### src/rtl/lock_sequencer.sv
// lock_sequencer: single-clock controller for the password lock.
//
// The set and check buttons each go through a three-flop chain. A button acts
// when it is released, and that release is decoded from the last two flops of
// the chain. One state register holds the lock mode. The password is stored
// here and can be changed from OPENED through SET_AWAITING. OPENED relocks on
// its own after OPEN_CYCLES clocks (a value of 0 disables this). Consecutive
// wrong codes are counted, and when the count reaches MAX_FAILS the lock enters
// a timed LOCKOUT.
//
// Compile-time option:
//   FAIL_LOCKOUT_EN  defined   -> fail counter and LOCKOUT are active
//                    undefined -> every mismatch goes to ALARM;
//                                 fail_count and locked_out are tied to 0
//
// Parameters:
//   PW_WIDTH        password / code width in bits
//   RESET_PW        password loaded by reset
//   OPEN_CYCLES     clocks spent in OPENED before auto-relock (0 = never)
//   LOCKOUT_CYCLES  clocks spent in LOCKOUT (>= 1)
//   MAX_FAILS       consecutive mismatches that trigger LOCKOUT (1..3)
//
// Ports:
//   clk         clock
//   rst_n       asynchronous active-low reset
//   set_btn     raw set button, asynchronous, 1 = pressed, acts on release
//   check_btn   raw check button, asynchronous, 1 = pressed, acts on release
//   code_in     code or new password, sampled on the edge that commits a release
//   state       current state encoding
//   unlocked    high in OPENED
//   alarm       high in ALARM or LOCKOUT
//   locked_out  high in LOCKOUT
//   fail_count  consecutive mismatch count

module lock_sequencer #(
  parameter int unsigned         PW_WIDTH       = 7,
  parameter logic [PW_WIDTH-1:0] RESET_PW       = '0,
  parameter logic [15:0]         OPEN_CYCLES    = 16'd50000,
  parameter logic [15:0]         LOCKOUT_CYCLES = 16'd65535,
  parameter int unsigned         MAX_FAILS      = 3
) (
  input  logic                clk,
  input  logic                rst_n,
  input  logic                set_btn,
  input  logic                check_btn,
  input  logic [PW_WIDTH-1:0] code_in,
  output logic [2:0]          state,
  output logic                unlocked,
  output logic                alarm,
  output logic                locked_out,
  output logic [1:0]          fail_count
);

  typedef enum logic [2:0] {
    StIdle          = 3'd0,
    StSetAwaiting   = 3'd1,
    StOpened        = 3'd2,
    StAlarm         = 3'd3,
    StInputPassword = 3'd4,
    StLockout       = 3'd5
  } state_e;

  // Reject parameter values that the counter and timer cannot represent.
  if (MAX_FAILS < 1 || MAX_FAILS > 3 || LOCKOUT_CYCLES == 16'd0) begin : g_param_check
    $error("lock_sequencer: MAX_FAILS must be 1..3 and LOCKOUT_CYCLES >= 1");
  end

  localparam logic [15:0] OpenLoad = OPEN_CYCLES - 16'd1;

  // ---------------------------------------------------------------------------
  // Button synchronisers: bit 0 = s1, bit 1 = s2, bit 2 = s3.
  // These flops reset to 0, so a button held through reset looks like a fresh
  // press and produces a release only when it is actually let go.
  // ---------------------------------------------------------------------------
  logic [2:0] set_sync_q;
  logic [2:0] chk_sync_q;
  logic       set_rel;
  logic       check_rel;

  always_ff @(posedge clk or negedge rst_n) begin
    if (!rst_n) begin
      set_sync_q <= '0;
      chk_sync_q <= '0;
    end else begin
      set_sync_q <= {set_sync_q[1:0], set_btn};
      chk_sync_q <= {chk_sync_q[1:0], check_btn};
    end
  end

  assign set_rel   = set_sync_q[2] & ~set_sync_q[1];
  assign check_rel = chk_sync_q[2] & ~chk_sync_q[1];

  // ---------------------------------------------------------------------------
  // State, password and timer registers
  // ---------------------------------------------------------------------------
  state_e              state_q, state_d;
  logic [PW_WIDTH-1:0] pw_q, pw_d;
  logic [15:0]         timer_q, timer_d;

`ifdef FAIL_LOCKOUT_EN
  localparam logic [15:0] LockoutLoad = LOCKOUT_CYCLES - 16'd1;
  localparam logic [1:0]  FailLimit   = 2'(MAX_FAILS);

  logic [1:0] fail_q, fail_d;
  logic [1:0] fail_inc;

  // Saturating increment. Reaching the limit also moves the lock to LOCKOUT,
  // which then clears the count.
  assign fail_inc = (fail_q == FailLimit) ? fail_q : fail_q + 2'd1;

  always_ff @(posedge clk or negedge rst_n) begin
    if (!rst_n) begin
      fail_q <= '0;
    end else begin
      fail_q <= fail_d;
    end
  end
`endif

  always_ff @(posedge clk or negedge rst_n) begin
    if (!rst_n) begin
      state_q <= StIdle;
      pw_q    <= RESET_PW;
      timer_q <= '0;
    end else begin
      state_q <= state_d;
      pw_q    <= pw_d;
      timer_q <= timer_d;
    end
  end

  // ---------------------------------------------------------------------------
  // Next-state logic. check_rel is tested first so that it wins over set_rel,
  // except in SET_AWAITING, where a set release commits the password.
  // ---------------------------------------------------------------------------
  always_comb begin
    state_d = state_q;
    pw_d    = pw_q;
    timer_d = timer_q;
`ifdef FAIL_LOCKOUT_EN
    fail_d  = fail_q;
`endif

    case (state_q)
      StIdle: begin
        if (check_rel) begin
          state_d = StInputPassword;
        end
      end

      StInputPassword: begin
        if (check_rel) begin
          if (code_in == pw_q) begin
            state_d = StOpened;
            timer_d = OpenLoad;
`ifdef FAIL_LOCKOUT_EN
            fail_d  = '0;
`endif
          end else begin
`ifdef FAIL_LOCKOUT_EN
            fail_d = fail_inc;
            if (fail_inc == FailLimit) begin
              state_d = StLockout;
              timer_d = LockoutLoad;
            end else begin
              state_d = StAlarm;
            end
`else
            state_d = StAlarm;
`endif
          end
        end
      end

      StOpened: begin
        // A button release in the same cycle as expiry takes precedence.
        if (check_rel) begin
          state_d = StIdle;
        end else if (set_rel) begin
          state_d = StSetAwaiting;
        end else if (OPEN_CYCLES != 16'd0 && timer_q == 16'd0) begin
          state_d = StIdle;
        end else begin
          timer_d = timer_q - 16'd1;
        end
      end

      StSetAwaiting: begin
        if (set_rel) begin
          pw_d    = code_in;
          state_d = StIdle;
        end else if (check_rel) begin
          state_d = StIdle;
        end
      end

      StAlarm: begin
        if (check_rel) begin
          state_d = StIdle;
        end
      end

      StLockout: begin
        // Both buttons are ignored here; only the timer can end LOCKOUT.
        if (timer_q == 16'd0) begin
          state_d = StIdle;
`ifdef FAIL_LOCKOUT_EN
          fail_d  = '0;
`endif
        end else begin
          timer_d = timer_q - 16'd1;
        end
      end

      default: begin
        state_d = StIdle;
      end
    endcase
  end

  // ---------------------------------------------------------------------------
  // Status decodes
  // ---------------------------------------------------------------------------
  assign state    = state_q;
  assign unlocked = (state_q == StOpened);
  assign alarm    = (state_q == StAlarm) || (state_q == StLockout);

`ifdef FAIL_LOCKOUT_EN
  assign locked_out = (state_q == StLockout);
  assign fail_count = fail_q;
`else
  assign locked_out = 1'b0;
  assign fail_count = 2'd0;
`endif

endmodule

### config.mk
export PLATFORM = sky130hd
export DESIGN_NAME = lock_sequencer
export DESIGN_NICKNAME = d
export VERILOG_FILES = /design/src/rtl/lock_sequencer.sv
export SDC_FILE = /design/constraint.sdc
export NUM_CORES = 1
export LEC_CHECK = 0
export CAP_MARGIN = 0
export CORE_AREA = 2 2 56 84
export CTS_CLUSTER_SIZE = 12
export DETAILED_ROUTE_END_ITERATION = 6
export DIE_AREA = 0 0 58 86
export MAX_ROUTING_LAYER = met4
export PLACE_DENSITY = 0.65
export SLEW_MARGIN = 15
export SYNTH_ARGS = -nofsm -noshare
export SYNTH_HDL_FRONTEND = slang
export SYNTH_SLANG_ARGS = --single-unit
### constraint.sdc
create_clock -name clk -period 4.45 [get_ports clk]
set_clock_uncertainty 0.15 [all_clocks]
set_input_delay 0.89 -clock clk [delete_from_list [all_inputs] [get_ports clk]]
set_output_delay 0.89 -clock clk [all_outputs]
set_load 0.05 [all_outputs]
==> results of run 1 <==
sequential cells by signal, indices dropped and copies added (netlist names):
signal      cells
state           3
set_sync_q      3
timer_q        16
chk_sync_q      3
pw_q            7
cells in the mapped netlist (4+ instances only):
cell type   n
nor3_1     10
nor2_1     12
buf_4       4
inv_1       5
mux2_2      8
xor2_1      4
xnor2_1     4
o21ai_0     5
dfrtp_1    32
nand2_1    12
a21oi_1     9
a211o_1     4
o31ai_1    10
power by group through the flow:
stage | sequential, mW | combinational [mW] | clock [mW]
floorplan | 0.438 | 0.303 | 0
global placement | 0.424 | 0.402 | 0
detailed placement | 0.428 | 0.410 | 0
CTS | 0.423 | 0.412 | 0.294
global route | 0.433 | 0.443 | 0.303
finish | 0.422 | 0.409 | 0.284
per-layer routing:
layer	share of wire	up-vias	GRT usage
met4	0.035	0	0.114
met1	0.39	718	0.180
met3	0.032	10	0.0377
li1	-	685	-
met2	0.55	45	0.296
met5	0	-	-
worst max path at each step:
stage	from	cells past startpoint	to	slack, ps
floorplan	state[1]	2	alarm	1640
global placement	code_in[1]	6	timer_q[11]	1360
detailed placement	code_in[1]	6	timer_q[11]	1270
CTS	state[0]	3	alarm	1330
global route	state[0]	3	alarm	1220
finish	state[0]	3	alarm	1350
cell type report:
| cell class | count | share of cell area |
|---|---|---|
| clock buffer | 5 | 0.0328 |
| clock inverter | 3 | 0.0220 |
| inverter | 5 | 0.00893 |
| multi-input combinational | 132 | 0.453 |
| sequential | 32 | 0.381 |
| tap | 46 | 0.0274 |
| timing repair buffer | 16 | 0.0750 |
worst register-to-register path, stage by stage, from the launching register on:
cell and delay [ps]:
dfrtp_1 380, nor2b_1 570, o21ba_2 260, nor2_2 120
or2_1 380, a211o_1 330
stage by stage:
step / area (µm²) / power [mW]
floorplan: 1830 / 0.741
global placement: 1990 / 0.827
detailed placement: 1990 / 0.838
CTS: 2100 / 1.13
global route: 2100 / 1.18
finish: 2100 / 1.12
kinds of logic after synthesis:
family	Yosys count	synth area share
mux	9	0.0617
simple gates	61	0.202
flops	32	0.439
compound gates	50	0.206
xor+xnor	8	0.0384
fa+ha+maj	1	0.00685
buf+inv	15	0.0446
other cells	1	0.00205
==> metrics.md, run 1 <==
| Metric | Value |
|---|---|
| Status | `finished, final reports clean` |
| Mean area per synthesized cell | `10.3 µm²` |
| RR Endpoint | `timer_q[4]` |
| Post-route insts no fill | `239` |
| Multi-input logic area | `951 µm²` |
| Via count | `1458` |
| Cts hold-fix bufs | `0` |
| Die X | `58 µm` |
| H-tree levels | `2` |
| Max Fclk | `322 MHz` |
| FP Rows | `29` |
| I/O pin cnt | `19` |
| Final WL | `a little under 4 mm` |
| Worst setup SP type | `flop` |
| Reg-to-reg startpoint | `chk_sync_q[1]` |
| Worst path slowest cell | `clkdlybuf4s50_1` |
| Min-delay src | `set_sync_q[0]` |
| # resized after CTS | `0` |
| Synth Flop Type | `dfrtp_1` |
| Post-synth top area share | `0.439` |
| GRT overflow | `0` |
| Longest Clk Path Bufs | `2` |
| Worst-margin pin slew | `727 ps` |
| Residual DRC | `0` |
| Reg-to-reg setup timing slack | `2140 ps` |
| CP Class | `reg -> out` |
| Commonest non-fill, non-tap cell in the layout | `dfrtp_1` |
| Worst-path clk slew | `~70 ps` |
| Top cell type by total area after synthesis | `dfrtp_1` |
| Final core utilization | `0.499` |
| Post-DP HPWL | `~2.8 mm` |
| Sequential power share | `0.379` |
| Root Buffer | `clkbuf_8` |
| Fin crit period | `~3100 ps` |
| N_diodes | `0` |
| Min Hold Slack | `211 ps` |
| Count of flip-flops with a built-in enable after synthesis | `0` |
| TritonCTS clock tree | `built` |
| Pwr dens | `531 nW/µm²` |
| Distinct cells, synth | `56` |
| Setup TNS | `0 ps` |
| Worst Setup End Kind | `output port` |
| Final hold viol count | `0` |
| RSZ-0062 raised after global routing | `no` |
| Number of I/O port buffers | `15` |
| First-pass DRT Iterations | `4` |
| Internal power | `690 µW` |
| Switching share of power | `0.382` |
| Pre-CTS setup slack | `1270 ps` |
| Post-CTS Repair Setup Buffers | `0` |
| Nets | `204` |
| Largest net degree at the start of global routing | `33` |
| RD Place Congestion | `0.892` |
| Vias in the first global route | `between 1500 and 2000` |
| Filler cell count | `roughly 380` |
| WP data arrival | `2060 ps` |
| CP required | `3410 ps` |
| First-pass GRT wire length | `6.52 mm` |
| Die area | `~5000 µm²` |
| Initial core utilization | `0.434` |
| Buf/Inv on CP | `2` |
| Worst Path Max Fanout | `11` |
| Synth Instances | `177` |
| Syn. warnings | `0` |
| Sequential-to-total area share from yosys stat | `0.439` |
| Part of the power in combinational logic | `0.367` |
| Vias/cell | `6.10` |
| Layout cells sized above 1 | `0.166` |
| Cell family with most CP delay | `buffers and inverters` |
| Max cap viols | `0` |
| Worst Hold Path Cells | `0` |
| Core Region | `about 4200 µm²` |
| Clock Latency Late Sink | `290 ps` |
| TritonCTS Buffers | `5` |
| Synth Register Bits | `32` |
| Worst IR drop on VDD | `0.474 mV` |
| WL per Instance | `roughly 16 µm` |
| Slew HR | `0.515` |
| Die height | `86 µm` |
| Initial antenna violation count | `0` |
| Leak | `~0.85 nW` |
| Final Max Tran Viols | `0` |
| Final period util | `0.697` |
| Placed cell count | `around 230` |
| Reg area | `801 µm²` |
| Clock net sink count | `32` |
| Most frequent cells in the layout | `dfrtp_1, clkdlybuf4s50_1, nor2_1, nand2_1` |
| Critical Path Max Stage Delay | `820 ps` |
| Setup violations, final | `0` |
| Worst path cell trace | `inv_1, a21oi_1, clkdlybuf4s50_1` |
| Clock share of power | `0.254` |
| Routed Antenna Nets | `0` |
| Hold path endpoint | `set_sync_q[1]` |
| P&R area growth vs syn | `15.1%` |
| Gr usage total | `0.176` |
| Initial drt markers | `29` |
| Sw power | `426 µW` |
| R2R depth | `5` |
| Mapped Area | `1830 µm²` |
| Hold WC Path Type | `reg -> reg` |
| Final WS setup | `1350 ps` |
| Leading post-synthesis cells by cell area | `dfrtp_1, mux2_2, o31ai_1` |
| Synth async-reset ratio | `1.00` |
Note: power is estimated with default switching activity, not from simulation.
==> run 2, diff against run 1 <==
Clock period 4.45 ns to 3.18 ns, I/O delays scaled along.
==> run 2 against run 1 <==
Net effect: sequential power up 35%; critical endpoint unchanged; largest power group is now combinational logic; worst hold slack got worse by 4.8 ps; sequential share of layout area decreased by 0.60 points; core utilization up 0.80 points.
==> metrics.md, run 2 (synthesis results as in run 1) <==
| Metric | Value |
|---|---|
| Largest register FFs | `16 (unchanged)` |
| Vias in the first global route | `1455 (-3.3%)` |
| Die area | `4990 µm² (unchanged)` |
| Post-route cell area | `2130 µm² (+1.6%)` |
| Nets | `207 (+1.5%)` |
| Setup violations, final | `0 (unchanged)` |
| Biggest registers after layout | `timer_q: 16 flops, pw_q: 7 flops` |
| Commonest non-fill, non-tap cell in the layout | `dfrtp_1` |
| Biggest register | `timer_q` |
| Worst-margin pin slew | `567 ps (-159 ps)` |
| Core Region | `4210 µm² (unchanged)` |
| Gr usage total | `0.182 (+0.00607)` |
| Worst Path Max Fanout | `7 (-4)` |
| Setup TNS | `0 ps (unchanged)` |
| Final Max Tran Viols | `0 (unchanged)` |
| First-pass GRT wire length | `6.87 mm (+5.3%)` |
| Number of I/O port buffers | `15 (unchanged)` |
| H-tree levels | `2 (unchanged)` |
| Pwr dens | `760 nW/µm² (+43%)` |
| Clock net sink count | `32 (unchanged)` |
| Worst-path clk slew | `70 ps (about the same)` |
| # resized after CTS | `0 (unchanged)` |
| GRT overflow | `0 (unchanged)` |
| Die height | `86 µm (unchanged)` |
| WP data arrival | `2050 ps (about the same)` |
| Fin crit period | `between 2000 and 3000 ps` |
| First-pass DRT Iterations | `4 (unchanged)` |
| Largest net degree at the start of global routing | `33 (unchanged)` |
| Post-CTS Repair Setup Buffers | `0 (unchanged)` |
| Worst IR drop on VDD | `0.525 mV (+11%)` |
| Filler cell count | `392 (+2.3%)` |
| N_diodes | `0 (unchanged)` |
| Min Hold Slack | `206 ps (-4.83 ps)` |
| Post-DP HPWL | `2.92 mm (+2.9%)` |
| Vias/cell | `5.96 (-2.3%)` |
| CP Class | `reg -> out` |
| Hold WC Path Type | `reg -> reg` |
| Final hold viol count | `0 (unchanged)` |
| RSZ-0062 raised after global routing | `no` |
| Area post-placement | `2010 µm² (+1.1%)` |
| Residual DRC | `0 (unchanged)` |
| RD Place Congestion | `0.854 (-4.3%)` |
| TritonCTS Buffers | `5 (unchanged)` |
| Worst Setup End Kind | `output port` |
| Slew HR | `0.621 (+0.107)` |
| Initial antenna violation count | `0 (unchanged)` |
| TritonCTS clock tree | `built` |
| Most frequent cells in the layout | `dfrtp_1, clkdlybuf4s50_1, nor2_1, nand2_1` |
| FP Rows | `29 (unchanged)` |
| Via count | `1442 (-1.1%)` |
| P&R area growth vs syn | `16.9%` |
| Status | `finished, final reports clean` |
| Root Buffer | `clkbuf_8` |
| Initial drt markers | `23 (-21%)` |
| Longest Clk Path Bufs | `2 (unchanged)` |
| Max cap viols | `0 (unchanged)` |
| Clock Latency Late Sink | `290 ps (about the same)` |
| Initial core utilization | `0.434 (unchanged)` |
| Worst setup SP type | `flop` |
| Layout cells sized above 1 | `0.179 (+0.0128)` |
| Final period util | `0.890` |
| I/O pin cnt | `19 (unchanged)` |
| Leak | `0.878 nW (+3.0%)` |
| CP required | `2390 ps (-1020 ps)` |
| Max Fclk | `roughly 350 MHz` |
| Die X | `58 µm (unchanged)` |
| Routed Antenna Nets | `0 (unchanged)` |
| Cts hold-fix bufs | `0 (unchanged)` |
| Final WL | `3.95 mm (+2.7%)` |
| WL per Instance | `16.3 µm (+1.4%)` |
==> run 2: cell types whose count changed in the layout (fill, tap and decap cells not counted) <==
cell	delta
buf_4	+3
clkbuf_8	+2
clkinvlp_4	-1
inv_6	-1
==> run 2: worst max-delay path, cell delays in order, from the launching register on <==
cell and delay, ps:
dfrtp_1 460, nand2b_2 280, a21oi_1 200, clkdlybuf4s50_1 830
==> run 2: cell type report <==
class | count | area (µm²) | area share
Inverter | 5 | 18.8 | 0.00879
Sequential cell | 32 | 801 | 0.375
Tap cell | 46 | 57.6 | 0.0270
Clock buffer | 7 | 96.3 | 0.0451
Clock inverter | 1 | 30.0 | 0.0141
Multi-Input combinational cell | 132 | 951 | 0.445
Timing Repair Buffer | 19 | 180 | 0.0844
==> run 2: per-stage QoR <==
| step | utilization | std cells | power, mW | setup WS [ps] |
|---|---|---|---|---|
| detailed placement | 0.477 | 234 | 1.20 | 540 |
| finish | 0.507 | 242 | 1.62 | 349 |
| floorplan | - | 179 | 1.04 | 623 |
| global route | 0.507 | 242 | 1.71 | 256 |
| global placement | 0.477 | 234 | 1.18 | 569 |
| CTS | 0.507 | 242 | 1.64 | 323 |
==> run 2: final timing paths <==
path | cells past startpoint | from | end | slack [ps]
setup / recovery | 3 | state[1] | alarm | 350
hold / removal | 0 | chk_sync_q[0] | chk_sync_q[1] | 210
setup reg to reg | 7 | timer_q[1] | timer_q[11] | 880
hold reg to reg | 0 | chk_sync_q[0] | chk_sync_q[1] | 210
max in group asynchronous | 2 | rst_n | timer_q[7] | 1970
min in group asynchronous | 2 | rst_n | timer_q[2] | 590
==> run 2: power breakdown <==
group | total [mW] | internal, mW | switching (mW)
Clock | 0.429 | 0.276 | 0.152
Sequential | 0.569 | 0.491 | 0.0780
Combinational | 0.624 | 0.257 | 0.367
==> run 2: layer usage <==
| layer | GRT usage | share of wire |
|---|---|---|
| met1 | 0.207 | 0.39 |
| met2 | 0.305 | 0.54 |
| met3 | 0.0377 | 0.038 |
| met4 | 0.0782 | 0.032 |
| met5 | - | 0 |
==> run 3, diff against run 2 <==
Settings changed: CORE_AREA 2 2 56 84 to 10 10 64 92, DIE_AREA 0 0 58 86 to 0 0 74 102.
==> run 3 against run 2 <==
Net effect: core utilization fell by 1.2 points; maximum frequency rose by 0.37%; global-route usage fell by 6.1 points; largest power group unchanged; cell count did not move; non-clock buffer count did not move; die area rose by 51%; clock power fell by 24%; critical path depth did not move.
==> metrics.md, run 3 (synthesis results as in run 1) <==
| Metric | Value |
|---|---|
| Status | `finished, final reports clean` |
| RD Place Congestion | `0.930 (+8.9%)` |
| Largest net degree at the start of global routing | `33 (unchanged)` |
| CP Class | `reg -> out` |
| Longest Clk Path Bufs | `2 (unchanged)` |
| # resized after CTS | `0 (unchanged)` |
| Fin crit period | `2820 ps (-10.5 ps)` |
| Biggest register | `timer_q` |
| Clock share of power | `0.213 (-0.051)` |
| Root Buffer | `clkbuf_8` |
| Via count | `1475 (+2.3%)` |
| Clock net sink count | `32 (unchanged)` |
| Biggest registers after layout | `timer_q: 16 flops, pw_q: 7 flops` |
| First-pass DRT Iterations | `4 (unchanged)` |
| Worst-margin pin slew | `586 ps (+18.6 ps)` |
| CP required | `2390 ps (about the same)` |
| Worst-path clk slew | `60 ps (about the same)` |
| Min-delay src | `set_sync_q[0]` |
| Worst Path Max Fanout | `7 (unchanged)` |
| TritonCTS clock tree | `built` |
| Part of the power in combinational logic | `0.412 (+0.027)` |
| Routed Antenna Nets | `0 (unchanged)` |
| P&R area growth vs syn | `15.1%` |
| Most frequent cells in the layout | `dfrtp_1, clkdlybuf4s50_1, nor2_1, nand2_1` |
| Residual DRC | `0 (unchanged)` |
| Final period util | `0.887 (-0.00331)` |
| WP data arrival | `2030 ps (-20 ps)` |
| Max cap viols | `0 (unchanged)` |
| Worst IR drop on VDD | `0.596 mV (+13%)` |
| Largest register FFs | `16 (unchanged)` |
| Final WL | `4.22 mm (+7.0%)` |
| Filler cell count | `385 (-1.8%)` |
| Commonest non-fill, non-tap cell in the layout | `dfrtp_1` |
| WL per Instance | `17.5 µm (+7.0%)` |
| Final Max Tran Viols | `0 (unchanged)` |
| Initial core utilization | `0.430 (-0.00371)` |
| Setup violations, final | `0 (unchanged)` |
| Initial antenna violation count | `0 (unchanged)` |
| Worst Setup End Kind | `output port` |
| Sw power | `599 µW (+0.22%)` |
| FP Rows | `29 (unchanged)` |
| Initial drt markers | `45 (+96%)` |
| Number of I/O port buffers | `15 (unchanged)` |
| Setup TNS | `0 ps (unchanged)` |
| RSZ-0062 raised after global routing | `no` |
| Worst setup SP type | `flop` |
| N_diodes | `0 (unchanged)` |
| Final core utilization | `0.495 (-0.0123)` |
| Reg-to-reg startpoint | `timer_q[0]` |
| Slew HR | `0.609 (-0.0124)` |
| Sequential power share | `0.375 (+0.024)` |
| Die area | `7550 µm² (+51%)` |
| Switching share of power | `0.394 (+0.0259)` |
| Die X | `74 µm (+28%)` |
| Die height | `102 µm (+19%)` |
| Max Fclk | `355 MHz (+0.37%)` |
| Layout cells sized above 1 | `0.179 (unchanged)` |
| Nets | `207 (unchanged)` |
| Gr usage total | `0.121 (-0.0612)` |
| Cts hold-fix bufs | `0 (unchanged)` |
| Post-CTS Repair Setup Buffers | `0 (unchanged)` |
| GRT overflow | `0 (unchanged)` |
| Post-DP HPWL | `3.15 mm (+7.9%)` |
| Clock Latency Late Sink | `280 ps (about the same)` |
| Setup crit start | `state[1]` |
| Final hold viol count | `0 (unchanged)` |
| Vias in the first global route | `1490 (+2.4%)` |
| Leak | `0.865 nW (-1.5%)` |
| Pwr dens | `723 nW/µm² (-4.9%)` |
| Core Region | `4250 µm² (+0.86%)` |
| Internal power | `920 µW (-10%)` |
| I/O pin cnt | `19 (unchanged)` |
| Hold WC Path Type | `reg -> reg` |
| H-tree levels | `2 (unchanged)` |
| First-pass GRT wire length | `6.98 mm (+1.6%)` |
| TritonCTS Buffers | `5 (unchanged)` |
| Vias/cell | `6.10 (+2.3%)` |
-- run 3: area by class of cell --
cell class | count | area [µm²] | area share
Clock buffer | 6 | 82.6 | 0.0393
Clock inverter | 2 | 10.0 | 0.00476
Inverter | 5 | 18.8 | 0.00893
Multi-Input combinational cell | 132 | 951 | 0.453
Sequential cell | 32 | 801 | 0.381
Tap cell | 46 | 57.6 | 0.0274
Timing Repair Buffer | 19 | 180 | 0.0858
-- run 3: power groups by stage --
stage | Combinational [mW] | Sequential, mW | Clock (mW)
after floorplan | 0.423 | 0.613 | 0
after global placement | 0.614 | 0.570 | 0
after detailed placement | 0.627 | 0.576 | 0
after CTS | 0.629 | 0.569 | 0.333
after global routing | 0.672 | 0.586 | 0.349
final | 0.626 | 0.569 | 0.324
-- run 3: critical path, cell delays in order (launching register included) --
cell             delay (ps)
dfrtp_1                 460
nand2b_2                280
a21oi_1                 170
clkdlybuf4s50_1         840
-- run 3: path summary, 6_finish.rpt --
path	end	slack (ps)	cells past startpoint
hold / removal	set_sync_q[1]	200	0
setup / recovery	alarm	360	3
setup reg to reg	timer_q[11]	880	7
hold reg to reg	set_sync_q[1]	200	0
min in group asynchronous	timer_q[2]	600	2
max in group asynchronous	state[2]	1970	2
-- run 3: routing by layer --
metal,vias to the layer above,GRT usage,share of wire
li1,689,-,-
met2,45,0.212,0.53
met3,10,0.0310,0.044
met4,0,0.0547,0.025
met1,731,0.121,0.40
met5,-,-,0
-- run 3: stage by stage --
stage / worst slack [ps] / cell area (µm²) / std cells / hold slack, ps / power, mW
floorplan: 623 / 1830 / 179 / 181 / 1.04
global placement: 594 / 2010 / 234 / 188 / 1.18
detailed placement: 523 / 2010 / 234 / 189 / 1.20
CTS: 347 / 2100 / 242 / 206 / 1.53
global route: 266 / 2100 / 242 / 218 / 1.61
finish: 359 / 2100 / 242 / 201 / 1.52
